## src/rtl/lsb_mem_port.sv

```systemverilog
// Load/store unit memory port: splits one 1/2/4-byte request into single-byte
// dcache requests, gathers read bytes in order, and extends the load result.
module lsb_mem_port #(
  parameter int TAG_W = 3
) (
  input  logic             clk_in,
  input  logic             rst_n_in,
  input  logic             rdy_in,
  input  logic             req_valid_in,
  output logic             req_ready_out,
  input  logic             req_wr_in,
  input  logic [1:0]       req_size_in,
  input  logic             req_signed_in,
  input  logic [31:0]      req_addr_in,
  input  logic [31:0]      req_data_in,
  input  logic [TAG_W-1:0] req_tag_in,
  output logic             byte_req_valid_out,
  input  logic             byte_req_ready_in,
  output logic             byte_req_wr_out,
  output logic [31:0]      byte_req_addr_out,
  output logic [7:0]       byte_req_data_out,
  input  logic             byte_rsp_valid_in,
  input  logic [7:0]       byte_rsp_data_in,
  output logic             done_out,
  output logic [TAG_W-1:0] done_tag_out,
  output logic [31:0]      done_data_out
);

  typedef enum logic [1:0] {IDLE, ISSUE, WAIT_RD, DONE} state_t;

  state_t           state_q, state_d;
  logic             wr_q, wr_d;
  logic [1:0]       size_q, size_d;
  logic             sgn_q, sgn_d;
  logic [31:0]      addr_q, addr_d;
  logic [31:0]      data_q, data_d;
  logic [TAG_W-1:0] tag_q, tag_d;
  logic [2:0]       n_q, n_d;
  logic [2:0]       issue_cnt_q, issue_cnt_d;
  logic [2:0]       rsp_cnt_q, rsp_cnt_d;
  logic [31:0]      result_q, result_d;
  logic             done_q, done_d;
  logic [TAG_W-1:0] done_tag_q, done_tag_d;
  logic [31:0]      done_data_q, done_data_d;

  logic accept;
  logic byte_fire;
  logic last_issue;
  logic rsp_take;

  function automatic logic [31:0] extend_load(input logic [31:0] raw,
                                              input logic [1:0]  size,
                                              input logic        sgn);
    case (size)
      2'd0:    return {{24{sgn & raw[7]}}, raw[7:0]};
      2'd1:    return {{16{sgn & raw[15]}}, raw[15:0]};
      default: return raw;
    endcase
  endfunction

  always_comb begin
    req_ready_out      = (state_q == IDLE);
    byte_req_valid_out = (state_q == ISSUE) && rdy_in;
    byte_req_wr_out    = (state_q == ISSUE) && wr_q;
    byte_req_addr_out  = (state_q == ISSUE) ? addr_q + {29'd0, issue_cnt_q} : 32'd0;
    byte_req_data_out  = (state_q == ISSUE && wr_q) ?
                         data_q[{issue_cnt_q[1:0], 3'b000} +: 8] : 8'd0;
    done_out           = done_q;
    done_tag_out       = done_tag_q;
    done_data_out      = done_data_q;
  end

  always_comb begin
    state_d     = state_q;
    wr_d        = wr_q;
    size_d      = size_q;
    sgn_d       = sgn_q;
    addr_d      = addr_q;
    data_d      = data_q;
    tag_d       = tag_q;
    n_d         = n_q;
    issue_cnt_d = issue_cnt_q;
    rsp_cnt_d   = rsp_cnt_q;
    result_d    = result_q;
    done_d      = 1'b0;
    done_tag_d  = done_tag_q;
    done_data_d = done_data_q;

    accept     = (state_q == IDLE) && req_valid_in && rdy_in;
    byte_fire  = byte_req_valid_out && byte_req_ready_in;
    last_issue = byte_fire && (issue_cnt_q == n_q - 3'd1);

    // Read bytes are collected regardless of rdy_in so none are lost while frozen
    rsp_take = byte_rsp_valid_in && !wr_q && (rsp_cnt_q < n_q) &&
               (state_q == ISSUE || state_q == WAIT_RD);
    if (rsp_take) begin
      result_d[{rsp_cnt_q[1:0], 3'b000} +: 8] = byte_rsp_data_in;
      rsp_cnt_d = rsp_cnt_q + 3'd1;
    end

    case (state_q)
      IDLE: begin
        if (accept) begin
          wr_d        = req_wr_in;
          size_d      = req_size_in;
          sgn_d       = req_signed_in;
          addr_d      = req_addr_in;
          data_d      = req_data_in;
          tag_d       = req_tag_in;
          issue_cnt_d = 3'd0;
          rsp_cnt_d   = 3'd0;
          result_d    = 32'd0;
          case (req_size_in)
            2'd0:    n_d = 3'd1;
            2'd1:    n_d = 3'd2;
            default: n_d = 3'd4;
          endcase
          state_d = ISSUE;
        end
      end
      ISSUE: begin
        if (byte_fire) begin
          issue_cnt_d = issue_cnt_q + 3'd1;
        end
        if (last_issue) begin
          if (wr_q || rsp_cnt_d == n_q) begin
            state_d = DONE;
          end else begin
            state_d = WAIT_RD;
          end
        end
      end
      WAIT_RD: begin
        if (rdy_in && rsp_cnt_d == n_q) begin
          state_d = DONE;
        end
      end
      DONE: begin
        if (rdy_in) begin
          state_d = IDLE;
        end
      end
      default: state_d = IDLE;
    endcase

    // Completion is registered on entry to DONE so the final byte is included
    if (state_d == DONE && state_q != DONE) begin
      done_d      = 1'b1;
      done_tag_d  = tag_q;
      done_data_d = wr_q ? 32'd0 : extend_load(result_d, size_q, sgn_q);
    end
  end

  always_ff @(posedge clk_in or negedge rst_n_in) begin
    if (!rst_n_in) begin
      state_q     <= IDLE;
      wr_q        <= 1'b0;
      size_q      <= 2'd0;
      sgn_q       <= 1'b0;
      addr_q      <= 32'd0;
      data_q      <= 32'd0;
      tag_q       <= '0;
      n_q         <= 3'd0;
      issue_cnt_q <= 3'd0;
      rsp_cnt_q   <= 3'd0;
      result_q    <= 32'd0;
      done_q      <= 1'b0;
      done_tag_q  <= '0;
      done_data_q <= 32'd0;
    end else begin
      state_q     <= state_d;
      wr_q        <= wr_d;
      size_q      <= size_d;
      sgn_q       <= sgn_d;
      addr_q      <= addr_d;
      data_q      <= data_d;
      tag_q       <= tag_d;
      n_q         <= n_d;
      issue_cnt_q <= issue_cnt_d;
      rsp_cnt_q   <= rsp_cnt_d;
      result_q    <= result_d;
      done_q      <= done_d;
      done_tag_q  <= done_tag_d;
      done_data_q <= done_data_d;
    end
  end

endmodule

```

## config.mk

```make
export PLATFORM = sky130hd
export DESIGN_NAME = lsb_mem_port
export DESIGN_NICKNAME = d
export VERILOG_FILES = /design/src/rtl/lsb_mem_port.sv
export SDC_FILE = /design/constraint.sdc
export NUM_CORES = 1
export LEC_CHECK = 0
export CELL_PAD_IN_SITES_DETAIL_PLACEMENT = 0
export CELL_PAD_IN_SITES_GLOBAL_PLACEMENT = 2
export CORE_ASPECT_RATIO = 1.5
export CORE_MARGIN = 4
export CORE_UTILIZATION = 31
export CTS_BUF_LIST = sky130_fd_sc_hd__clkbuf_4 sky130_fd_sc_hd__clkbuf_8
export DETAILED_ROUTE_END_ITERATION = 7
export GPL_TIMING_DRIVEN = 0
export PLACE_DENSITY_LB_ADDON = 0.1
export SYNTH_ARGS = -nofsm -noshare
export SYNTH_HDL_FRONTEND = slang
export SYNTH_SLANG_ARGS = --single-unit
export TNS_END_PERCENT = 5
```

## constraint.sdc

```tcl
create_clock -name clk_in -period 3.22 [get_ports clk_in]
set_input_delay 0.322 -clock clk_in [delete_from_list [all_inputs] [get_ports clk_in]]
set_output_delay 0.322 -clock clk_in [all_outputs]
set_load 0.05 [all_outputs]
```

==> results_dict.tcl <==
set metrics [dict create \
    htreeDepth 4 \
    final_design_area_no_fill_sq_um 9930 \
    top_level_ports 164 \
    critical_path_class "reg -> out" \
    yosysWarnings 0 \
    drc 0 \
    total_power_mw 9.48 \
    cts_buffers 17 \
    period_share_pct 96.5 \
    overflow 0 \
    yosysSeqAreaShare_pct 50.4 \
    syn-num-nets 923 \
    slew_headroom_pct 42.1 \
    num_vias 6212 \
    setup_slack_ps 112 \
    rows 69 \
    clk_path_buf_depth 2 \
    cap_viol_max_count 0 \
    path_cells "clkbuf_1, mux4_2, and2_1, clkdlybuf4s50_1" \
    grtUsageTotal_pct 17.4 \
    nFillCells 2487 \
    synth_edf_count 0 \
    irDropWorstVdd_mv 0.649 \
    synth_area_sq_um 7450 \
    hold_class "in -> async" \
    synth_seq_cells 150 \
    cp_slowest_cell "clkdlybuf4s50_1" \
    synth_simple_gate_area_share_pct 26.0 \
    yosysUniqueCellTypes 56 \
    worst_pin_slew_ps 862 \
    critPathArrivalTime_ps 2790 \
    synth_top_area_cell "dfrtp_1" \
    crit_family "buffers and inverters" \
    p_per_area_nw_per_um2 955 \
    period_needed_ps 3110 \
    grt_max_degree 88 \
    outcome "finished, final reports clean" \
    grt_pass1_wl_um 36300 \
    place_hpwl_um 16400 \
    dp.cells 1304 \
    dr.pass1.iters 4 \
    synth.avg_cell_area_sq_um 9.07 \
    cts_tree "done" \
    crit_fanout 10 \
    die_w_um 135 \
    critPathBufInv 2 \
    startpoint_type "flop" \
    finalSetupViolations 0 \
    synthXorXnorAreaFrac_pct 4.72 \
    fin_nets 1112 \
    rsz0062_at_grt "yes" \
    synth-main-ff-cell "dfrtp_1" \
    crit_path_end_kind "primary output" \
    stdcell_count 1342 \
    synth_common_cells "nand2_1, dfrtp_1, nor2_1" \
    dieArea_sq_um 26600 \
    synth.top_cell.area_share_pct 50.4 \
    root_buffer "clkbuf_8" \
    ant_nets 0 \
    fin_tns_setup_ps 0 \
    post_drt_wl_per_cell_um 16.6 \
    core_area_sq_um 23700 \
    final-hold-violation-count 0 \
    synth_compound_area_share_pct 9.83 \
    antenna_found_initial 0 \
    die_h_um 198 \
    finClkSkew_ps 8.51 \
    routed_wl_um 22300 \
    leakagePower_nw 4.52 \
    crit_required_ps 2900 \
    drt_iter0_drc 222 \
    synth_top_family_by_area "simple AND/OR/NAND/NOR gates" \
    synth-adder-area-share_pct 2.96 \
    placed_area_sq_um 9510 \
    initial_utilization_pct 31.5 \
    grt_pass1_vias 6620 \
    routed_via_density 4.63 \
    post-place-ws_ps -519 \
    antenna_cells 0 \
    post-route-util_pct 42.0 \
    syn_to_final_growth_pct 33.3 \
    drive_gt1_share_pct 9.38 \
    max_freq_mhz 322 \
    fin_worst_hold_slack_ps 374 \
    io_buffers 163 \
    yosysMostFrequentCell "nand2_1" \
    routabilityCongestion 0.790 \
    clock_latency_ps 460 \
    r2r_setup_slack_ps 310 \
    cpPeakStageDelay_ps 810 \
    synthCells 821 \
    maxSlewViolCount 0 \
    clock-sinks 150 \
    clkTransAtPathRegs_ps 90 \
    yosys-top-cells-area "dfrtp_1, nand2_1, nor2_1" \
    yosys-mux-area-fraction_pct 3.19 \
    ys_async_sr_fraction_pct 100 \
]
==> cell families after synthesis <==
| group | count (synthesis) |
|---|---|
| simple gates | 443 |
| flops | 150 |
| compound gates | 106 |
| buf+inv | 55 |
| xor+xnor | 37 |
| fa+ha+maj | 17 |
| mux | 13 |
==> area by class of cell <==
cell class                      instances  area (sq um)  share of cell area, %
Timing Repair Buffer                  171          1650                   16.6
Inverter                               15          56.3                  0.567
Buffer                                 39           164                   1.65
Clock buffer                           21           283                   2.85
Tap cell                              319           399                   4.02
Clock inverter                         11           100                   1.01
Multi-Input combinational cell        616          3520                   35.5
Sequential cell                       150          3750                   37.8
==> registers in the layout (all words and copies together) (netlist names) <==
signal,flops
addr_q,32
data_q,32
done_data_out,32
result_q,32
done_tag_out,3
issue_cnt_q,3
n_q,3
rsp_cnt_q,3
tag_q,3
size_q,2
state_q,2
done_out,1
sgn_q,1
wr_q,1
==> layer usage <==
| layer | vias to the layer above | share of wire [%] | global-route usage, % |
|---|---|---|---|
| met5 | - | 0 | 0 |
| met4 | 0 | 1.4 | 4.75 |
| met3 | 17 | 3.8 | 3.56 |
| met2 | 135 | 52 | 30.8 |
| met1 | 2935 | 43 | 21.7 |
| li1 | 3125 | - | - |
==> worst register-to-register path, stage by stage, from the launching register on <==
cell and delay (ps):
dfrtp_1 440, inv_1 100, ha_1 130, buf_2 200
and3_1 180, clkbuf_1 240, nand4_1 140, a31oi_1 200
nor3b_2 420, nand2_4 200, inv_2 110, buf_6 140
mux2_4 300
==> placed cells by master, fill, tap and decap left out, types with 4 or more instances in the layout <==
| master | Yosys | layout |
|---|---|---|
| a21o_1 | 4 | 4 |
| a21oi_1 | 22 | 21 |
| a2bb2oi_1 | 8 | 8 |
| and2_1 | 24 | 24 |
| and3_1 | 6 | 6 |
| and4_1 | 5 | 5 |
| buf_2 | 5 | 11 |
| buf_4 | 0 | 6 |
| buf_6 | 1 | 4 |
| clkbuf_1 | 32 | 29 |
| clkbuf_2 | 0 | 9 |
| clkbuf_4 | 0 | 6 |
| clkbuf_8 | 0 | 20 |
| clkdlybuf4s50_1 | 0 | 132 |
| clkinvlp_4 | 0 | 5 |
| dfrtp_1 | 150 | 149 |
| dlygate4sd2_1 | 0 | 6 |
| ha_1 | 16 | 15 |
| inv_1 | 12 | 12 |
| mux4_2 | 8 | 8 |
| nand2_1 | 260 | 260 |
| nand2b_1 | 8 | 8 |
| nand3_1 | 29 | 29 |
| nand4_1 | 8 | 8 |
| nor2_1 | 81 | 80 |
| nor3_1 | 4 | 4 |
| o2111ai_1 | 5 | 4 |
| o21ai_0 | 29 | 29 |
| o2bb2ai_1 | 25 | 25 |
| or3_1 | 4 | 4 |
| xnor2_1 | 17 | 17 |
| xor2_1 | 18 | 18 |
==> timing repair <==
item,4_1_cts,5_1_grt
endpoints found under the setup margin,50,58
hold buffers,1,0
buffers inserted,3,3
pin swaps,2,3
endpoints found under the hold margin,63,0
gates resized for setup,82,50
==> power by group <==
group | internal [mW] | leakage (nW) | switching (mW) | total [mW]
Combinational | 1.82 | 2.40 | 3.05 | 4.86
Clock | 0.679 | 0.184 | 0.749 | 1.43
Sequential | 2.62 | 1.94 | 0.567 | 3.19
Total | 5.12 | 4.52 | 4.36 | 9.48
==> final timing paths <==
| kind | start | to | cells past startpoint |
|---|---|---|---|
| max | issue_cnt_q[1] | byte_req_data_out[5] | 4 |
| min | rst_n_in | addr_q[7] | 2 |
| min reg2reg | data_q[25] | data_q[25] | 2 |
| max reg2reg | state_q[1] | done_tag_out[1] | 12 |
| min in group clk_in | req_addr_in[24] | addr_q[24] | 3 |
| max in group asynchronous | rst_n_in | result_q[20] | 3 |
(Power assumes the default switching activity.)
